`src/rtl/clk_meas_pkg.sv`:
```
`default_nettype none
// ============================================================================
//  Module      : clk_meas_pkg
//  Description : Shared constants for the clock/period measurement block:
//                FSM state encoding and deglitch filter length.
//  Revision    : 1.0 - initial release
// ============================================================================
package clk_meas_pkg;

    // Measurement FSM state encoding
    localparam logic [1:0] c_st_idle  = 2'd0;
    localparam logic [1:0] c_st_arm   = 2'd1;
    localparam logic [1:0] c_st_count = 2'd2;

    // Consecutive cycles the synced input must hold a new value before the
    // filtered level follows it (only used when CLK_MEAS_FILTER_EN is set)
    localparam int c_filt_len = 3;

endpackage
`default_nettype wire

```
`src/rtl/sig_sync_edge.sv`:
```
`default_nettype none
// ============================================================================
//  Module      : sig_sync_edge
//  Description : Synchronizes an asynchronous input into the clk domain and
//                emits a one-cycle pulse on each rising edge of the
//                synchronized (optionally deglitched) level.
//                Macro CLK_MEAS_FILTER_EN inserts a deglitch filter between
//                the synchronizer and the edge detector.
//  Ports       : clk    - clock, rising edge
//                reset  - asynchronous active-high reset
//                sig_in - asynchronous input
//                rise   - one-cycle rising-edge pulse
//  Revision    : 1.0 - initial release
// ============================================================================
module sig_sync_edge #(
    parameter int SYNC_STAGES = 2   // legal range 2..4
) (
    input  logic clk,
    input  logic reset,
    input  logic sig_in,
    output logic rise
);
    import clk_meas_pkg::*;

    logic [SYNC_STAGES-1:0] r_sync;
    logic                   w_synced;
    logic                   w_level;
    logic                   r_level;

    always_ff @(posedge clk or posedge reset) begin
        if (reset) begin
            r_sync <= '0;
        end else begin
            r_sync <= {r_sync[SYNC_STAGES-2:0], sig_in};
        end
    end

    assign w_synced = r_sync[SYNC_STAGES-1];

`ifdef CLK_MEAS_FILTER_EN
    localparam int c_fcnt_w = $clog2(c_filt_len);
    localparam logic [c_fcnt_w-1:0] c_fcnt_last = c_fcnt_w'(c_filt_len - 1);

    // Counts consecutive cycles the synced value differs from the filtered
    // level; the new value is accepted combinationally on the last of those
    // cycles so the filter adds only c_filt_len-1 cycles of latency.
    logic [c_fcnt_w-1:0] r_fcnt;

    always_ff @(posedge clk or posedge reset) begin
        if (reset) begin
            r_fcnt <= '0;
        end else if ((w_synced != r_level) && (r_fcnt != c_fcnt_last)) begin
            r_fcnt <= r_fcnt + c_fcnt_w'(1);
        end else begin
            r_fcnt <= '0;
        end
    end

    assign w_level = ((w_synced != r_level) && (r_fcnt == c_fcnt_last)) ? w_synced : r_level;
`else
    assign w_level = w_synced;
`endif

    // r_level is the previous level seen by the edge detector
    always_ff @(posedge clk or posedge reset) begin
        if (reset) begin
            r_level <= 1'b0;
        end else begin
            r_level <= w_level;
        end
    end

    assign rise = w_level & ~r_level;

endmodule
`default_nettype wire

```
`src/rtl/clk_meas.sv`:
```
`default_nettype none
// ============================================================================
//  Module      : clk_meas
//  Description : Measures the period of a slow asynchronous signal in clk
//                cycles and presents each result on a valid/ready handshake.
//                Optional deglitch filter enabled by macro CLK_MEAS_FILTER_EN.
//  Ports       : clk      - clock, rising edge
//                reset    - asynchronous active-high reset
//                ena      - measurement enable
//                sig_in   - asynchronous signal to measure
//                period   - measured period (clk cycles)
//                valid    - period holds an unconsumed result
//                ready    - consumer accepts result while valid is high
//                missed   - sticky: a result was dropped while valid was high
//                overflow - one-cycle pulse: counter saturated with no edge
//  Revision    : 1.0 - initial release
// ============================================================================
module clk_meas #(
    parameter int CNT_WIDTH   = 16,
    parameter int SYNC_STAGES = 2
) (
    input  logic                 clk,
    input  logic                 reset,
    input  logic                 ena,
    input  logic                 sig_in,
    output logic [CNT_WIDTH-1:0] period,
    output logic                 valid,
    input  logic                 ready,
    output logic                 missed,
    output logic                 overflow
);
    import clk_meas_pkg::*;

    localparam logic [CNT_WIDTH-1:0] c_cnt_max = '1;

    logic                 w_rise;
    logic [1:0]           r_state;
    logic [1:0]           w_state_nxt;
    logic [CNT_WIDTH-1:0] r_cnt;
    logic                 w_cnt_load;
    logic                 w_cnt_inc;
    logic                 w_cnt_clr;
    logic                 w_result;
    logic                 w_ovf;
    logic [CNT_WIDTH-1:0] r_period;
    logic                 r_valid;
    logic                 r_missed;
    logic                 r_overflow;

    sig_sync_edge #(
        .SYNC_STAGES (SYNC_STAGES)
    ) u_sync (
        .clk    (clk),
        .reset  (reset),
        .sig_in (sig_in),
        .rise   (w_rise)
    );

    always_ff @(posedge clk or posedge reset) begin
        if (reset) begin
            r_state <= c_st_idle;
        end else begin
            r_state <= w_state_nxt;
        end
    end

    always_comb begin
        w_state_nxt = r_state;
        w_cnt_load  = 1'b0;
        w_cnt_inc   = 1'b0;
        w_cnt_clr   = 1'b0;
        w_result    = 1'b0;
        w_ovf       = 1'b0;
        if (!ena) begin
            // Disable wins over everything: no result, counter cleared
            w_state_nxt = c_st_idle;
            w_cnt_clr   = 1'b1;
        end else begin
            case (r_state)
                c_st_idle: begin
                    w_state_nxt = c_st_arm;
                end
                c_st_arm: begin
                    if (w_rise) begin
                        w_state_nxt = c_st_count;
                        w_cnt_load  = 1'b1;
                    end
                end
                c_st_count: begin
                    // An edge on the saturation cycle is still a valid result
                    if (w_rise) begin
                        w_result   = 1'b1;
                        w_cnt_load = 1'b1;
                    end else if (r_cnt == c_cnt_max) begin
                        w_ovf       = 1'b1;
                        w_cnt_clr   = 1'b1;
                        w_state_nxt = c_st_arm;
                    end else begin
                        w_cnt_inc = 1'b1;
                    end
                end
                default: begin
                    w_state_nxt = c_st_idle;
                end
            endcase
        end
    end

    always_ff @(posedge clk or posedge reset) begin
        if (reset) begin
            r_cnt <= '0;
        end else if (w_cnt_clr) begin
            r_cnt <= '0;
        end else if (w_cnt_load) begin
            r_cnt <= CNT_WIDTH'(1);
        end else if (w_cnt_inc) begin
            r_cnt <= r_cnt + CNT_WIDTH'(1);
        end
    end

    // Result hold register: a new result is taken only when the slot is
    // free or being drained this cycle; otherwise it is dropped and flagged.
    always_ff @(posedge clk or posedge reset) begin
        if (reset) begin
            r_period   <= '0;
            r_valid    <= 1'b0;
            r_missed   <= 1'b0;
            r_overflow <= 1'b0;
        end else begin
            r_overflow <= w_ovf;
            if (w_result) begin
                if (!r_valid || ready) begin
                    r_period <= r_cnt;
                    r_valid  <= 1'b1;
                    r_missed <= 1'b0;
                end else begin
                    r_missed <= 1'b1;
                end
            end else if (r_valid && ready) begin
                r_valid  <= 1'b0;
                r_missed <= 1'b0;
            end
        end
    end

    assign period   = r_period;
    assign valid    = r_valid;
    assign missed   = r_missed;
    assign overflow = r_overflow;

endmodule
`default_nettype wire

```
`config.mk`:
```
export PLATFORM = sky130hd
export DESIGN_NAME = clk_meas
export DESIGN_NICKNAME = d
export VERILOG_FILES = /design/src/rtl/clk_meas_pkg.sv /design/src/rtl/sig_sync_edge.sv /design/src/rtl/clk_meas.sv
export SDC_FILE = /design/constraint.sdc
export NUM_CORES = 1
export LEC_CHECK = 0
export CORE_UTILIZATION = 59
export DETAILED_ROUTE_END_ITERATION = 8
export GPL_TIMING_DRIVEN = 0
export HOLD_SLACK_MARGIN = 0.12
export PLACE_DENSITY = 0.84
export SLEW_MARGIN = 15
export SYNTH_ARGS = -nofsm -noshare
export SYNTH_HDL_FRONTEND = slang
export SYNTH_HIERARCHICAL = 1
export SYNTH_SLANG_ARGS = --single-unit
export TNS_END_PERCENT = 10
```
`constraint.sdc`:
```
create_clock -name clk -period 5.2 [get_ports clk]
set_clock_uncertainty 0.2 [all_clocks]
set_input_delay 1.04 -clock clk [delete_from_list [all_inputs] [get_ports clk]]
set_output_delay 1.04 -clock clk [all_outputs]
set_load 0.02 [all_outputs]
```
==> results of run 1 <==
## registers in the layout, indices dropped and copies added, names as in the netlist
register        count
missed              1
overflow            1
period             16
r_cnt              16
r_state             2
u_sync/r_level      1
u_sync/r_sync       2
valid               1
## through the flow
stage                     instance area (sq um)  worst slack [ns]  hold WS, ns  util (%)
after detailed placement                   2216             1.658       0.1394     71.99
after global placement                     2216             1.745       0.1372     71.99
final                                      2292             2.057       0.1645     74.47
after global routing                       2292             1.949       0.1728     74.47
after CTS                                  2292             2.039       0.1685     74.47
after floorplan                            1931             2.704       0.1312         -
## cells in the mapped netlist
library cell / instances / share of area [%]
a21boi_0: 1 / 0.39
a21o_1: 1 / 0.39
a21oi_1: 15 / 3.9
a22o_1: 1 / 0.45
a31oi_1: 2 / 0.65
and3_1: 3 / 0.97
and3b_1: 1 / 0.45
and4_1: 3 / 1.4
and4b_1: 1 / 0.52
buf_2: 4 / 1.0
buf_4: 1 / 0.39
dfrtp_1: 40 / 52
ha_1: 5 / 3.2
inv_1: 8 / 1.6
mux2_2: 16 / 9.3
mux2i_1: 2 / 1.0
nand2_1: 12 / 2.3
nand3_1: 12 / 3.1
nand4_1: 2 / 0.65
nand4_2: 2 / 1.3
nor2_1: 3 / 0.58
nor2b_4: 1 / 0.71
nor3_1: 3 / 0.78
nor4_2: 1 / 0.65
o2111ai_1: 1 / 0.45
o21a_1: 1 / 0.39
o21ai_0: 4 / 1.0
o21ai_2: 1 / 0.45
o221a_1: 1 / 0.58
o31ai_1: 7 / 2.7
o31ai_4: 1 / 1.1
o41ai_1: 2 / 0.91
or3_1: 3 / 0.97
or4_1: 7 / 2.7
or4b_1: 2 / 1.0
## final cells by class
type                       instances  area share, %
timing repair buffer              23          10.04
buffer                             5          1.201
clock inverter                     2          1.528
inverter                           8          1.310
multi-input combinational        117          38.05
tap                               44          2.402
sequential                        40          43.67
clock buffer                       6          1.801
## worst register-to-register path, stage by stage, from the launching register on
cell	delay [ns]
dfrtp_1	0.44
inv_1	0.10
ha_1	0.24
nand3_1	0.16
a21oi_1	0.63
buf_2	0.36
mux2_2	0.37
## cell families after synthesis
kind of cell    Yosys count  synth area share, %
compound gates           38                13.42
mux                      18                10.37
simple gates             56                18.15
buf+inv                  13                2.981
fa+ha+maj                 5                3.240
flops                    40                51.85
## how the worst min path moves through the flow
stage / start / to / cells past startpoint
after floorplan: u_sync/r_sync[0] / u_sync/r_sync[1] / 0
after global placement: u_sync/r_sync[0] / u_sync/r_sync[1] / 0
after detailed placement: u_sync/r_sync[0] / u_sync/r_sync[1] / 0
after CTS: u_sync/r_sync[0] / u_sync/r_sync[1] / 0
after global routing: u_sync/r_sync[0] / u_sync/r_sync[1] / 0
final: u_sync/r_sync[0] / u_sync/r_sync[1] / 0
## layer usage
metal	part of all wire [%]	wire [um]	global-route usage, %
met2	48	1820	39.17
met4	2.1	81	13.61
met3	5.1	193	5.240
met1	45	1724	31.98
met5	0	0	0
## report_power, final
part	switching, mW	internal, mW
Clock	0.0958	0.101
Sequential	0.0146	0.325
Combinational	0.0653	0.0497
Total	0.176	0.475
==> flow_summary_export.csv, run 1 <==
group,metric,value,unit
status,status,"completed",
sta,slew_violations,0,
power,cellLeakagePower,1.013,nW
cells_and_area,regArea,0.001001,sq mm
critical_path,worstSetupPathDepth,5,
sta,layout_min_cycle_time,3.143,ns
critical_path,worst-path-max-fanout,10,
critical_path,critPathTopFamily,"buffers and inverters",
yosys,yosys.cell_types.count,35,
route,wirelength,3.819,mm
floorplan,fp-row-count,20,
cells_and_area,mostFrequentLayoutCells,"40 x dfrtp_1, 23 x clkdlybuf4s50_1, 16 x mux2_2, 15 x a21oi_1",
yosys,yosys_warnings,6,
cells_and_area,fin_nets,210,
route,firstDrtPassIters,5,
global_route,grt_max_degree,38,
critical_path,crit_path_top_delay_cell,"a21oi_1",
floorplan,core-area,0.003078,sq mm
power,irDropWorstVdd,0.1913,mV
min_path,hold_path_class,"reg -> reg",
yosys,ys_seq_area_share,51.85,%
critical_path,path_cells,"clkdlybuf4s50_1 > nand3_1 > a21oi_1 > buf_2 > mux2_2",
clock_tree,cts_sinks,40,
route,drt_iter0_markers,61,
critical_path,r2r_end,"period[5]",
route,viasPerCell,6.200,
route,drc,0,
cells_and_area,num_antenna_cells,0,
clock_tree,cts_resized,0,
critical_path,worst_setup_path_start_kind,"input pin",
cells_and_area,multi_input_area,872.1,sq um
critical_path,required,5.24,ns
floorplan,dieWidth,59.21,um
sta,min_period_over_period,60.45,%
yosys,ys_ff_latch,40,
clock_tree,cts_setup_buffers,0,
clock_tree,clk_transition_reported_paths,0.11,ns
critical_path,critPathCapture,"period[5]",
critical_path,worstSetupPathType,"in -> reg",
floorplan,die_h,59.21,um
yosys,syn-num-nets,180,
route,via_count,1519,
sta,final_hold_viol_count,0,
critical_path,startpoint,"ena",
sta,setup-violations-final,0,
cells_and_area,n_fill_cell,210,
power,finalPower,0.6508,mW
placement,port_buffers,23,
critical_path,r2r_cells,6,
critical_path,r2r_setup_slack,2.60,ns
placement,dp_hpwl,2.788,mm
clock_tree,cts_tree,"done",
global_route,grt.overflow.total,0,
sta,clock.fmax,318.1,MHz
floorplan,initial_core_util,62.72,%
critical_path,arrival,3.18,ns
cells_and_area,area_delta_synth_final,18.73,%
sta,rsz0062_at_grt,"false",
yosys,synth_area_per_cell,11.36,sq um
critical_path,rr_startpoint,"r_state[0]",
critical_path,setup.worst_path.end_class,"register",
clock_tree,htreeDepth,2,
global_route,grt_pass1_vias,1391,
clock_tree,cts_hold_buf,0,
yosys,netlist_area,0.001931,sq mm
global_route,antenna_found_initial,0,
power,power_density,283.9,mW/mm^2
floorplan,die-area,0.003505,sq mm
cells_and_area,drive_gt1_share,17.41,%
cells_and_area,final_common_cell,"dfrtp_1",
route,ant_nets,0,
placement,gp_congestion,0.9046,
clock_tree,worstSkewPairLatency,0.34,ns
critical_path,path_buf_inv,2,
route,wl_per_cell,15.59,um
global_route,grt_util_all_layers,24.85,%
global_route,grt_pass1_wl,6.265,mm
sta,relSlewSlack,49.32,%
clock_tree,cts_buffer_depth,2,
cells_and_area,fin_cells,245,
yosys,syn_inst,170,
critical_path,crit_path_max_incr_delay,0.63,ns
clock_tree,numCtsBuffers,5,
placement,dp_cells,237,
sta,fin_setup_tns,0,ns
sta,tightestPinTransition,0.7602,ns
floorplan,ios,24,
clock_tree,clockRootBuffer,"clkbuf_4",
job,drv_cap,0,
Power figures use the tool's default switching activity.
==> run 2, diff against run 1 <==
--- a/config.mk
+++ b/config.mk
@@ -5,11 +5,11 @@
 export SDC_FILE = /design/constraint.sdc
 export NUM_CORES = 1
 export LEC_CHECK = 0
-export CORE_UTILIZATION = 59
+export CORE_UTILIZATION = 54
 export DETAILED_ROUTE_END_ITERATION = 8
 export GPL_TIMING_DRIVEN = 0
 export HOLD_SLACK_MARGIN = 0.12
-export PLACE_DENSITY = 0.84
+export PLACE_DENSITY = 0.78
 export SLEW_MARGIN = 15
 export SYNTH_ARGS = -nofsm -noshare
 export SYNTH_HDL_FRONTEND = slang
==> constraint.sdc (replaced) <==
create_clock -name clk -period 3.2 [get_ports clk]
set_clock_uncertainty 0.2 [all_clocks]
set_input_delay 0.64 -clock clk [delete_from_list [all_inputs] [get_ports clk]]
set_output_delay 0.64 -clock clk [all_outputs]
set_load 0.02 [all_outputs]
==> flow_summary_export.csv, run 2 (synthesis gave the netlist of run 1 again) <==
group,metric,value,unit
status,status,"completed",
route,viasPerCell,5.923,
global_route,grt_pass1_vias,1393,
clock_tree,clockRootBuffer,"clkbuf_4",
critical_path,setup.worst_path.end_class,"register",
placement,dp_slack,0.05478,ns
placement,place_area,0.002218,sq mm
route,drt_iter0_markers,52,
clock_tree,cts_sinks,40,
clock_tree,cts_resized,0,
sta,rsz0062_at_grt,"false",
floorplan,initial_core_util,56.96,%
sta,setup-violations-final,0,
global_route,grt_util_all_layers,23.64,%
cells_and_area,drive_gt1_share,17.91,%
cells_and_area,area_delta_synth_final,19.83,%
sta,final_hold_viol_count,0,
floorplan,die-area,0.003818,sq mm
cells_and_area,fin_util,68.25,%
min_path,hold_path_class,"reg -> reg",
route,wirelength,3.877,mm
cells_and_area,stdcell_area,0.002313,sq mm
sta,relSlewSlack,48.84,%
critical_path,worst_setup_path_start_kind,"input pin",
clock_tree,worstSkewPairLatency,0.35,ns
floorplan,dieWidth,61.79,um
route,firstDrtPassIters,4,
clock_tree,clk_transition_reported_paths,0.11,ns
power,irDropWorstVdd,0.3522,mV
placement,dp_hpwl,2.854,mm
placement,dp_cells,239,
power,cellLeakagePower,1.023,nW
critical_path,worst-path-max-fanout,10,
clock_tree,cts_buffer_depth,2,
sta,slew_violations,0,
sta,layout_min_cycle_time,2.742,ns
route,via_count,1463,
floorplan,core-area,0.003390,sq mm
sta,fin_setup_tns,0,ns
floorplan,ios,24,
clock_tree,cts_tree,"done",
route,drc,0,
global_route,grt_max_degree,38,
route,wl_per_cell,15.70,um
cells_and_area,num_antenna_cells,0,
placement,port_buffers,23,
sta,tightestPinTransition,0.7674,ns
cells_and_area,fin_cells,247,
route,ant_nets,0,
critical_path,worstSetupPathType,"in -> reg",
placement,gp_congestion,0.8335,
critical_path,r2r_setup_slack,0.58,ns
power,finalPower,1.096,mW
sta,clock.fmax,364.8,MHz
sta,fin_ws,0.4585,ns
critical_path,required,3.24,ns
global_route,antenna_found_initial,0,
cells_and_area,fin_nets,210,
global_route,grt_pass1_wl,6.403,mm
job,drv_cap,0,
floorplan,die_h,61.79,um
global_route,grt.overflow.total,0,
sta,min_period_over_period,85.67,%
critical_path,crit_path_max_incr_delay,0.64,ns
cells_and_area,mostFrequentLayoutCells,"40 x dfrtp_1, 23 x clkdlybuf4s50_1, 16 x mux2_2, 15 x a21oi_1",
cells_and_area,final_common_cell,"dfrtp_1",
critical_path,crit_path_top_delay_cell,"a21oi_1",
cells_and_area,regArea,0.001001,sq mm
floorplan,fp-row-count,21,
critical_path,arrival,2.78,ns
cells_and_area,n_fill_cell,250,
critical_path,path_cells,"clkdlybuf4s50_1 > nand3_1 > a21oi_1 > buf_2 > mux2_2",
sta,timing.hold.ws,0.1676,ns
clock_tree,numCtsBuffers,5,
clock_tree,cts_setup_buffers,0,
power,power_density,473.7,mW/mm^2
cells_and_area,multi_input_area,872.1,sq um
clock_tree,htreeDepth,2,
clock_tree,cts_hold_buf,0,
-- run 2: worst max-delay path, delay by kind of cell --
family	cells	cell delay (ns)
AO/OA/AOI/OAI	1	0.64
buffers and inverters	2	0.96
multiplexers	1	0.37
AND/OR/NAND/NOR	1	0.18
-- run 2: layout make-up --
class,instances,share of cell area [%]
Buffer,5,1.190
Inverter,8,1.298
Multi-Input combinational cell,117,37.70
Clock inverter,1,1.298
Clock buffer,7,2.812
Sequential cell,40,43.27
Tap cell,46,2.488
Timing Repair Buffer,23,9.951
-- run 2: power by group --
| part | internal (mW) | switching, mW | leakage (nW) |
|---|---|---|---|
| logic | 0.0789 | 0.101 | 0.421 |
| registers | 0.527 | 0.0228 | 0.550 |
| clock network | 0.207 | 0.158 | 0.0515 |
-- run 2: worst paths after layout --
check / endpoint / cells past startpoint / startpoint
worst max register to register: period[5] / 6 / r_state[0]
max in group asynchronous: period[2] / 2 / reset
worst min register to register: u_sync/r_sync[1] / 0 / u_sync/r_sync[0]
worst max-delay path: period[5] / 5 / ena
worst min-delay path: u_sync/r_sync[1] / 0 / u_sync/r_sync[0]
min in group asynchronous: u_sync/r_level / 2 / reset
-- run 2: routing by layer --
| layer | GRT usage, % | vias to the layer above | wire length (um) |
|---|---|---|---|
| li1 | - | 702 | - |
| met1 | 31.59 | 702 | 1814 |
| met2 | 36.25 | 49 | 1829 |
| met3 | 4.555 | 10 | 136 |
| met4 | 13.33 | 0 | 97 |
| met5 | 0 | - | 0 |
==> run 3, diff against run 2 <==
--- a/config.mk
+++ b/config.mk
@@ -5,11 +5,13 @@
 export SDC_FILE = /design/constraint.sdc
 export NUM_CORES = 1
 export LEC_CHECK = 0
-export CORE_UTILIZATION = 54
+export CAP_MARGIN = 25
+export CORE_UTILIZATION = 49
 export DETAILED_ROUTE_END_ITERATION = 8
 export GPL_TIMING_DRIVEN = 0
 export HOLD_SLACK_MARGIN = 0.12
-export PLACE_DENSITY = 0.78
+export PLACE_DENSITY = 0.75
+export REMOVE_ABC_BUFFERS = 1
 export SLEW_MARGIN = 15
 export SYNTH_ARGS = -nofsm -noshare
 export SYNTH_HDL_FRONTEND = slang
==> constraint.sdc (replaced) <==
create_clock -name clk -period 2.4 [get_ports clk]
set_clock_uncertainty 0.2 [all_clocks]
set_input_delay 0.48 -clock clk [delete_from_list [all_inputs] [get_ports clk]]
set_output_delay 0.48 -clock clk [all_outputs]
set_load 0.02 [all_outputs]
==> flow_summary_export.csv, run 3 (synthesis gave the netlist of run 1 again) <==
group,metric,value,unit
status,status,"completed",
clock_tree,worstSkewPairLatency,0.30,ns
critical_path,setup.worst_path.end_class,"register",
global_route,met2_usage,31.25,%
power,irDropWorstVdd,0.4472,mV
clock_tree,clk_transition_reported_paths,0.08,ns
sta,timing.hold.ws,0.1501,ns
sta,min_period_over_period,95.94,%
critical_path,crit_path_max_incr_delay,0.66,ns
floorplan,dieWidth,64.77,um
sta,relSlewSlack,49.78,%
power,finalPower,1.463,mW
cells_and_area,final_common_cell,"dfrtp_1",
critical_path,startpoint,"r_cnt[0]",
floorplan,fp-row-count,22,
global_route,grtUsageMet3,5.634,%
critical_path,worst_setup_path_start_kind,"register",
route,via_count,1462,
cells_and_area,mostFrequentLayoutCells,"40 x dfrtp_1, 23 x clkdlybuf4s50_1, 16 x mux2_2, 14 x a21oi_1, 12 x nand3_1",
cells_and_area,num_antenna_cells,0,
critical_path,rr_startpoint,"r_cnt[0]",
sta,clock.fmax,434.3,MHz
sta,rsz0062_at_grt,"true",
critical_path,worstSetupPathType,"reg -> reg",
sta,final_hold_viol_count,0,
floorplan,initial_core_util,51.95,%
global_route,grt_pass1_vias,1383,
floorplan,die_h,64.77,um
route,wl_per_cell,15.63,um
route,firstDrtPassIters,4,
global_route,grt_busiest_layer,"met2",
sta,slew_violations,0,
floorplan,ios,24,
power,power_density,623.3,mW/mm^2
min_path,hold_path_class,"reg -> reg",
floorplan,die-area,0.004195,sq mm
sta,tightestPinTransition,0.7522,ns
clock_tree,htreeDepth,2,
clock_tree,cts_sinks,40,
floorplan,core-area,0.003716,sq mm
cells_and_area,multi_input_area,894.6,sq um
placement,gp_congestion,0.8035,
cells_and_area,drive_gt1_share,18.59,%
route,ant_nets,0,
route,drt_iter0_markers,65,
critical_path,path_cells,"ha_1 > nand4_1 > or4_1 > o31ai_4 > mux2i_1",
cells_and_area,n_fill_cell,316,
clock_tree,numCtsBuffers,5,
clock_tree,clockRootBuffer,"clkbuf_8",
cells_and_area,fin_nets,208,
cells_and_area,regArea,0.001001,sq mm
global_route,grt_util_all_layers,21.09,%
critical_path,arrival,2.32,ns
critical_path,r2r_setup_slack,0.1,ns
route,viasPerCell,5.919,
critical_path,crit_path_top_delay_cell,"or4_1",
placement,port_buffers,23,
placement,dp_hpwl,2.665,mm
global_route,grt.overflow.total,0,
critical_path,required,2.42,ns
route,drc,0,
power,cellLeakagePower,1.022,nW
cells_and_area,area_delta_synth_final,21.58,%
critical_path,r2r_end,"r_state[1]",
route,wirelength,3.860,mm
clock_tree,cts_tree,"done",
global_route,antenna_found_initial,0,
job,drv_cap,0,
clock_tree,cts_buffer_depth,2,
global_route,grt_pass1_wl,6.582,mm
global_route,grt.met1_usage,29.08,%
clock_tree,cts_hold_buf,0,
critical_path,critPathCapture,"r_state[1]",
critical_path,r2r_cells,5,
sta,layout_min_cycle_time,2.303,ns
critical_path,worst-path-max-fanout,8,
sta,setup-violations-final,0,
global_route,grt_max_degree,38,
[run 3: changes by cell type in the layout (fill, tap and decap cells not counted), moves of 2 or more]
cell | before | now
clkbuf_4 | 5 | 0
buf_2 | 4 | 0
clkbuf_8 | 2 | 6
clkinv_2 | 0 | 2
[run 3: layer usage]
metal / vias to the layer above / share of wire (%)
li1: 700 / -
met1: 726 / 46
met2: 29 / 48
met3: 7 / 3.4
met4: 0 / 2.3
met5: - / 0
[run 3: stage by stage]
step,setup TNS [ns],utilization [%],setup slack [ns],cell area [sq um],cells
2_1_floorplan,0,-,0.02500,1903,165
3_3_place_gp,-14.13,59.02,-0.8090,2193,236
3_5_place_dp,-4.171,59.63,-0.3028,2216,238
4_1_cts,0,62.32,0.01208,2316,246
5_1_grt,-0.03939,63.17,-0.02006,2347,247
6_report,0,63.17,0.09740,2347,247
[run 3: cell type report]
type | count | share of cell area, %
tap | 48 | 2.559
timing repair buffer | 26 | 11.46
sequential | 40 | 42.64
inverter | 8 | 1.279
multi-input combinational | 117 | 38.11
clock buffer | 6 | 3.518
clock inverter | 2 | 0.4264
[run 3: critical path, delay by kind of cell (launching register included)]
| kind | cells | cell delay (ns) |
|---|---|---|
| fa+ha+maj | 1 | 0.22 |
| flops | 1 | 0.45 |
| mux | 1 | 0.25 |
| simple gates | 2 | 0.83 |
| compound gates | 1 | 0.28 |
[run 3: how the worst min path moves through the flow]
stage,slack [ns],startpoint,cells past startpoint,end
2_1_floorplan,0.03,reset,1,u_sync/r_level
3_3_place_gp,0.14,u_sync/r_sync[0],0,u_sync/r_sync[1]
3_5_place_dp,0.14,u_sync/r_sync[0],0,u_sync/r_sync[1]
4_1_cts,0.16,u_sync/r_sync[0],0,u_sync/r_sync[1]
5_1_grt,0.15,u_sync/r_sync[0],0,u_sync/r_sync[1]
6_report,0.15,u_sync/r_sync[0],0,u_sync/r_sync[1]
[run 3: timing repair]
item	4_1_cts	5_1_grt
pin swaps	0	1
resized for setup	1	3
endpoints found under the setup margin	13	21
setup buffers	0	1
[run 3: power by group]
part / internal, mW / switching, mW / total [mW] / leakage [nW]
sequential: 0.703 / 0.0335 / 0.737 / 0.550
combinational: 0.115 / 0.146 / 0.262 / 0.421
clock: 0.229 / 0.235 / 0.465 / 0.0510
total: 1.05 / 0.415 / 1.46 / 1.02
==> RTL change 1: new RTL, settings of run 1 <==
`SYNC_STAGES` is set to 2 in 2 places; all go to 4.
--- a/src/rtl/sig_sync_edge.sv
+++ b/src/rtl/sig_sync_edge.sv
@@ -14,5 +14,5 @@
 // ============================================================================
 module sig_sync_edge #(
-    parameter int SYNC_STAGES = 2   // legal range 2..4
+    parameter int SYNC_STAGES = 4   // legal range 2..4
 ) (
     input  logic clk,
--- a/src/rtl/clk_meas.sv
+++ b/src/rtl/clk_meas.sv
@@ -18,5 +18,5 @@
 module clk_meas #(
     parameter int CNT_WIDTH   = 16,
-    parameter int SYNC_STAGES = 2
+    parameter int SYNC_STAGES = 4
 ) (
     input  logic                 clk,
Formal check against the unedited RTL: not equivalent (Yosys sat finds a counterexample within 10 cycles, from zero or initial values and one cycle with reset high).
==> RTL change 1 against run 1 <==
Worst setup slack worse by 0.093 ns. Sequential cell count up 2. Register-to-register slack worse by 0.11 ns. Power decreased by 4.0%. Cell area grew 0.82%. Synthesized area grew 2.6%. Count of clock-buffer cells in the layout is 1 higher. Routed wire length rose by 8.3%. Critical endpoint is now period[7]. Highest routed layer unchanged.
==> RTL change 1: results (changes against run 1) <==
Finish
  • # fillers: 243 (was 210)
  • Final nets: 212 (was 210)
  • Share of layout cells above drive strength 1: 16.34% (was 17.41%)

Yosys
  • Complex-gate fraction of the synthesized area: 13.08% (was 13.42%)
  • Post-synthesis sequential area ratio: 53.06% (was 51.85%)
  • Adder-cell share of the synthesized area: 3.159% (was 3.240%)
  • Mux share of post-synthesis cell area: 10.11% (was 10.37%)
  • Synthesis warning total: 6 (unchanged)
  • Net Count, Synth: 182 (was 180)
  • Post-synth top cells: dfrtp_1 (42), mux2_2 (16), a21oi_1 (15) (was dfrtp_1 (40), mux2_2 (16), a21oi_1 (15))
  • Top cells by area, synth: dfrtp_1 (53%), mux2_2 (9.1%), a21oi_1 (3.8%) (was dfrtp_1 (52%), mux2_2 (9.3%), a21oi_1 (3.9%))

Global route
  • Initial antenna violation count: 0 (unchanged)
  • Number of global-route vias before repair: 1561 (was 1391)
  • Gr usage total: 26.27% (was 24.85%)
  • First-pass GRT wire length: 6886 um (was 6265 um)

Critical path
  • CP max stage delay: 0.68 ns (was 0.63 ns)
  • Worst Path Arrival: 3.27 ns (was 3.18 ns)

Placed design
  • Post-place setup slack: 1.580 ns (was 1.658 ns)
  • IO Port Bufs: 23 (unchanged)
  • GPL Wtd Cong: 0.8623 (was 0.9046)
  • HPWL after DPL: 2978 um (was 2788 um)

Drt
  • DRT Wirelength: 4137 um (was 3819 um)
  • DRT Pass-1 Iters: 4 (was 5)
  • Drt initial violations: 98 (was 61)
  • Vias: 1533 (was 1519)

Power and ir drop
  • Leakage: 1.020 nW (was 1.013 nW)
  • VDD IR-drop max: 0.0002136 V (was 0.0001913 V)

Clock network
  • Clk_lat worst skew: 0.36 ns (was 0.34 ns)
  • Num CTS Buffers: 5 (unchanged)

Timing
  • Slew Limit Headroom: 45.70% (was 49.32%)

Outcome
  • Outcome: finished clean (unchanged)
==> RTL change 1: per-stage QoR <==
step,std cells,cell area [um^2]
after detailed placement,239,2266
after global placement,239,2266
final,246,2311
after global routing,246,2311
after floorplan,172,1981
after CTS,246,2311
==> RTL change 1: path summary, 6_finish.rpt <==
kind	from	to	slack [ns]	cells past startpoint
worst max-delay path	ena	period[7]	1.96	5
worst min-delay path	u_sync/r_sync[1]	u_sync/r_sync[2]	0.17	0
worst max register to register	r_state[0]	period[7]	2.49	6
worst min register to register	u_sync/r_sync[1]	u_sync/r_sync[2]	0.17	0
max in group asynchronous	reset	period[6]	3.35	2
min in group asynchronous	reset	u_sync/r_sync[1]	0.73	2
==> RTL change 1: logic make-up after synthesis <==
| family | after synthesis |
|---|---|
| compound gates | 38 |
| fa+ha+maj | 5 |
| buf+inv | 13 |
| flops | 42 |
| mux | 18 |
| simple gates | 56 |
==> RTL change 1: final cells by class <==
type | instances | share of cell area, %
Buffer | 5 | 1.191
Clock buffer | 7 | 1.949
Inverter | 8 | 1.299
Multi-Input combinational cell | 117 | 37.74
Sequential cell | 42 | 45.48
Tap cell | 44 | 2.382
Timing Repair Buffer | 23 | 9.962
==> RTL change 1: report_power, final <==
part / internal [mW] / total, mW / switching [mW] / leakage (nW)
clock: 0.0511 / 0.148 / 0.0968 / 0.0254
combinational: 0.0513 / 0.120 / 0.0684 / 0.421
sequential: 0.341 / 0.357 / 0.0159 / 0.573
==> RTL change 1: routing by layer <==
metal  vias to the layer above  track usage, %  routed length (um)
met3                        10           5.628                 153
met2                        39           43.65                2109
met5                         -               0                   0
met4                         0           12.62                  76
li1                        712               -                   -
met1                       772           32.48                1798
==> RTL change 2: new RTL, flow settings as in run 1 <==
Made on the original files. Remove the register `r_overflow`: a continuous assignment takes its place, so the output `overflow` follows one clock earlier.
--- a/src/rtl/clk_meas.sv
+++ b/src/rtl/clk_meas.sv
@@ -126,7 +126,5 @@
             r_valid    <= 1'b0;
             r_missed   <= 1'b0;
-            r_overflow <= 1'b0;
         end else begin
-            r_overflow <= w_ovf;
             if (w_result) begin
                 if (!r_valid || ready) begin
@@ -144,4 +142,6 @@
     end
 
+    assign r_overflow = w_ovf;
+
     assign period   = r_period;
     assign valid    = r_valid;
Formal check against the unedited RTL: no difference found for any inputs over 10 cycles, from zero or initial values and one cycle with reset high; that may be too few to reach the edited logic, so the function may still have changed.
==> RTL change 2 against run 1 <==
Routed wire length up 8.5%. Worst setup slack worse by 0.82 ns. Cell count up 2.4%. Synthesized area up 2.2%. Cell area up 1.7%. Sequential cell count down 1. Sequential share of layout area down 1.8 points. Global-route usage up 2.3 points. Power down 2.4%. Critical path depth up 1. Highest routed layer unchanged.
==> RTL change 2: results (changes against run 1) <==
Finish
  • Fin cells: 251 (was 245)
  • Multi-input gate share of total cell area: 38.70% (was 38.05%)
  • Register area: 975.9 um^2 (was 1001 um^2)
  • Multi-input gate count: 120 (was 117)
  • Final nets: 216 (was 210)
  • # fillers: 249 (was 210)
  • Clkbuf count: 7 (was 6)
  • Non-clk buf share: 12.51% (was 11.24%)

Global route
  • M2 GR Usage: 43.97% (was 39.17%)
  • First-pass GRT wire length: 6969 um (was 6265 um)
  • Met3 Usage GRT: 9.524% (was 5.240%)
  • M1 GR Usage: 31.98% (about the same)
  • Largest net degree at the start of global routing: 37 (was 38)
  • Gr usage total: 27.11% (was 24.85%)

Clock network
  • Number of cells upsized or downsized after cts: 0 (unchanged)
  • Clk_lat worst skew: 0.36 ns (was 0.34 ns)

Drt
  • Drt initial violations: 97 (was 61)
  • Met3 wire length: 227 um (was 193 um)
  • DRT Pass-1 Iters: 7 (was 5)
  • Wire per inst: 16.51 um (was 15.59 um)
  • Met2 wire length: 2032 um (was 1820 um)
  • Via/cell ratio: 6.084 (was 6.200)

Critical path
  • Crit Path Max Fanout: 6 (was 10)
  • Worst Path Arrival: 2.73 ns (was 3.18 ns)

Yosys
  • Complex-gate fraction of the synthesized area: 12.30% (was 13.42%)
  • Flops & latches, synth: 39 (was 40)
  • Post-synth top cells: dfrtp_1 (39), mux2_2 (17), a21oi_1 (11), o21ai_0 (11) (was dfrtp_1 (40), mux2_2 (16), a21oi_1 (15))
  • Net Count, Synth: 186 (was 180)
  • Top cells by area, synth: dfrtp_1 (49%), mux2_2 (9.7%), ha_1 (3.2%) (was dfrtp_1 (52%), mux2_2 (9.3%), a21oi_1 (3.9%))
  • Adder-cell share of the synthesized area: 3.171% (was 3.240%)
  • Mux share of post-synthesis cell area: 10.72% (was 10.37%)
  • Post-synthesis sequential area ratio: 49.46% (was 51.85%)
  • Netlist cell types: 47 (was 35)
  • Xor and xnor fraction of the mapped netlist area: 0.8878% (was 0%)
  • Syn Inst Count: 176 (was 170)

Timing
  • Slew Limit Headroom: 41.59% (was 49.32%)

Outcome
  • Outcome: finished clean (unchanged)

Placed design
  • Post-place setup slack: 1.405 ns (was 1.658 ns)
  • GPL Wtd Cong: 0.7952 (was 0.9046)
  • HPWL after DPL: 2868 um (was 2788 um)

Power and ir drop
  • Clock power share: 28.2% (was 30.2%)
  • VDD IR-drop max: 0.0002762 V (was 0.0001913 V)
  • Power Combinational: 0.123 mW (was 0.115 mW)
  • Net switching power: 0.1860 mW (was 0.1757 mW)
  • Leakage: 1.015 nW (was 1.013 nW)

Floorplan
  • Die W: 59.83 um (was 59.21 um)
RTL change 2: changes by cell type after synthesis, sizes merged, moves of 3 or more:
cell and change:
o21ai +6, o31ai -5, or3 +4, a21oi -3, buf +3, nand2 -3
nand3 -3, nor4 +3, or4 -3
RTL change 2: worst max-delay path, stage by stage (launching register included):
cell	delay (ns)
dfrtp_1	0.45
ha_1	0.33
nand3_4	0.13
or4_1	0.53
buf_2	0.17
nor3_1	0.14
clkdlybuf4s50_1	0.63
RTL change 2: path summary, 6_finish.rpt:
kind	slack, ns	to	startpoint	cells past startpoint
worst max-delay path	1.23	overflow	r_cnt[0]	6
worst min-delay path	0.16	u_sync/r_sync[1]	u_sync/r_sync[0]	0
worst max register to register	2.81	period[1]	r_state[0]	7
worst min register to register	0.16	u_sync/r_sync[1]	u_sync/r_sync[0]	0
max in group asynchronous	3.37	r_cnt[3]	reset	2
min in group asynchronous	0.70	u_sync/r_sync[0]	reset	2
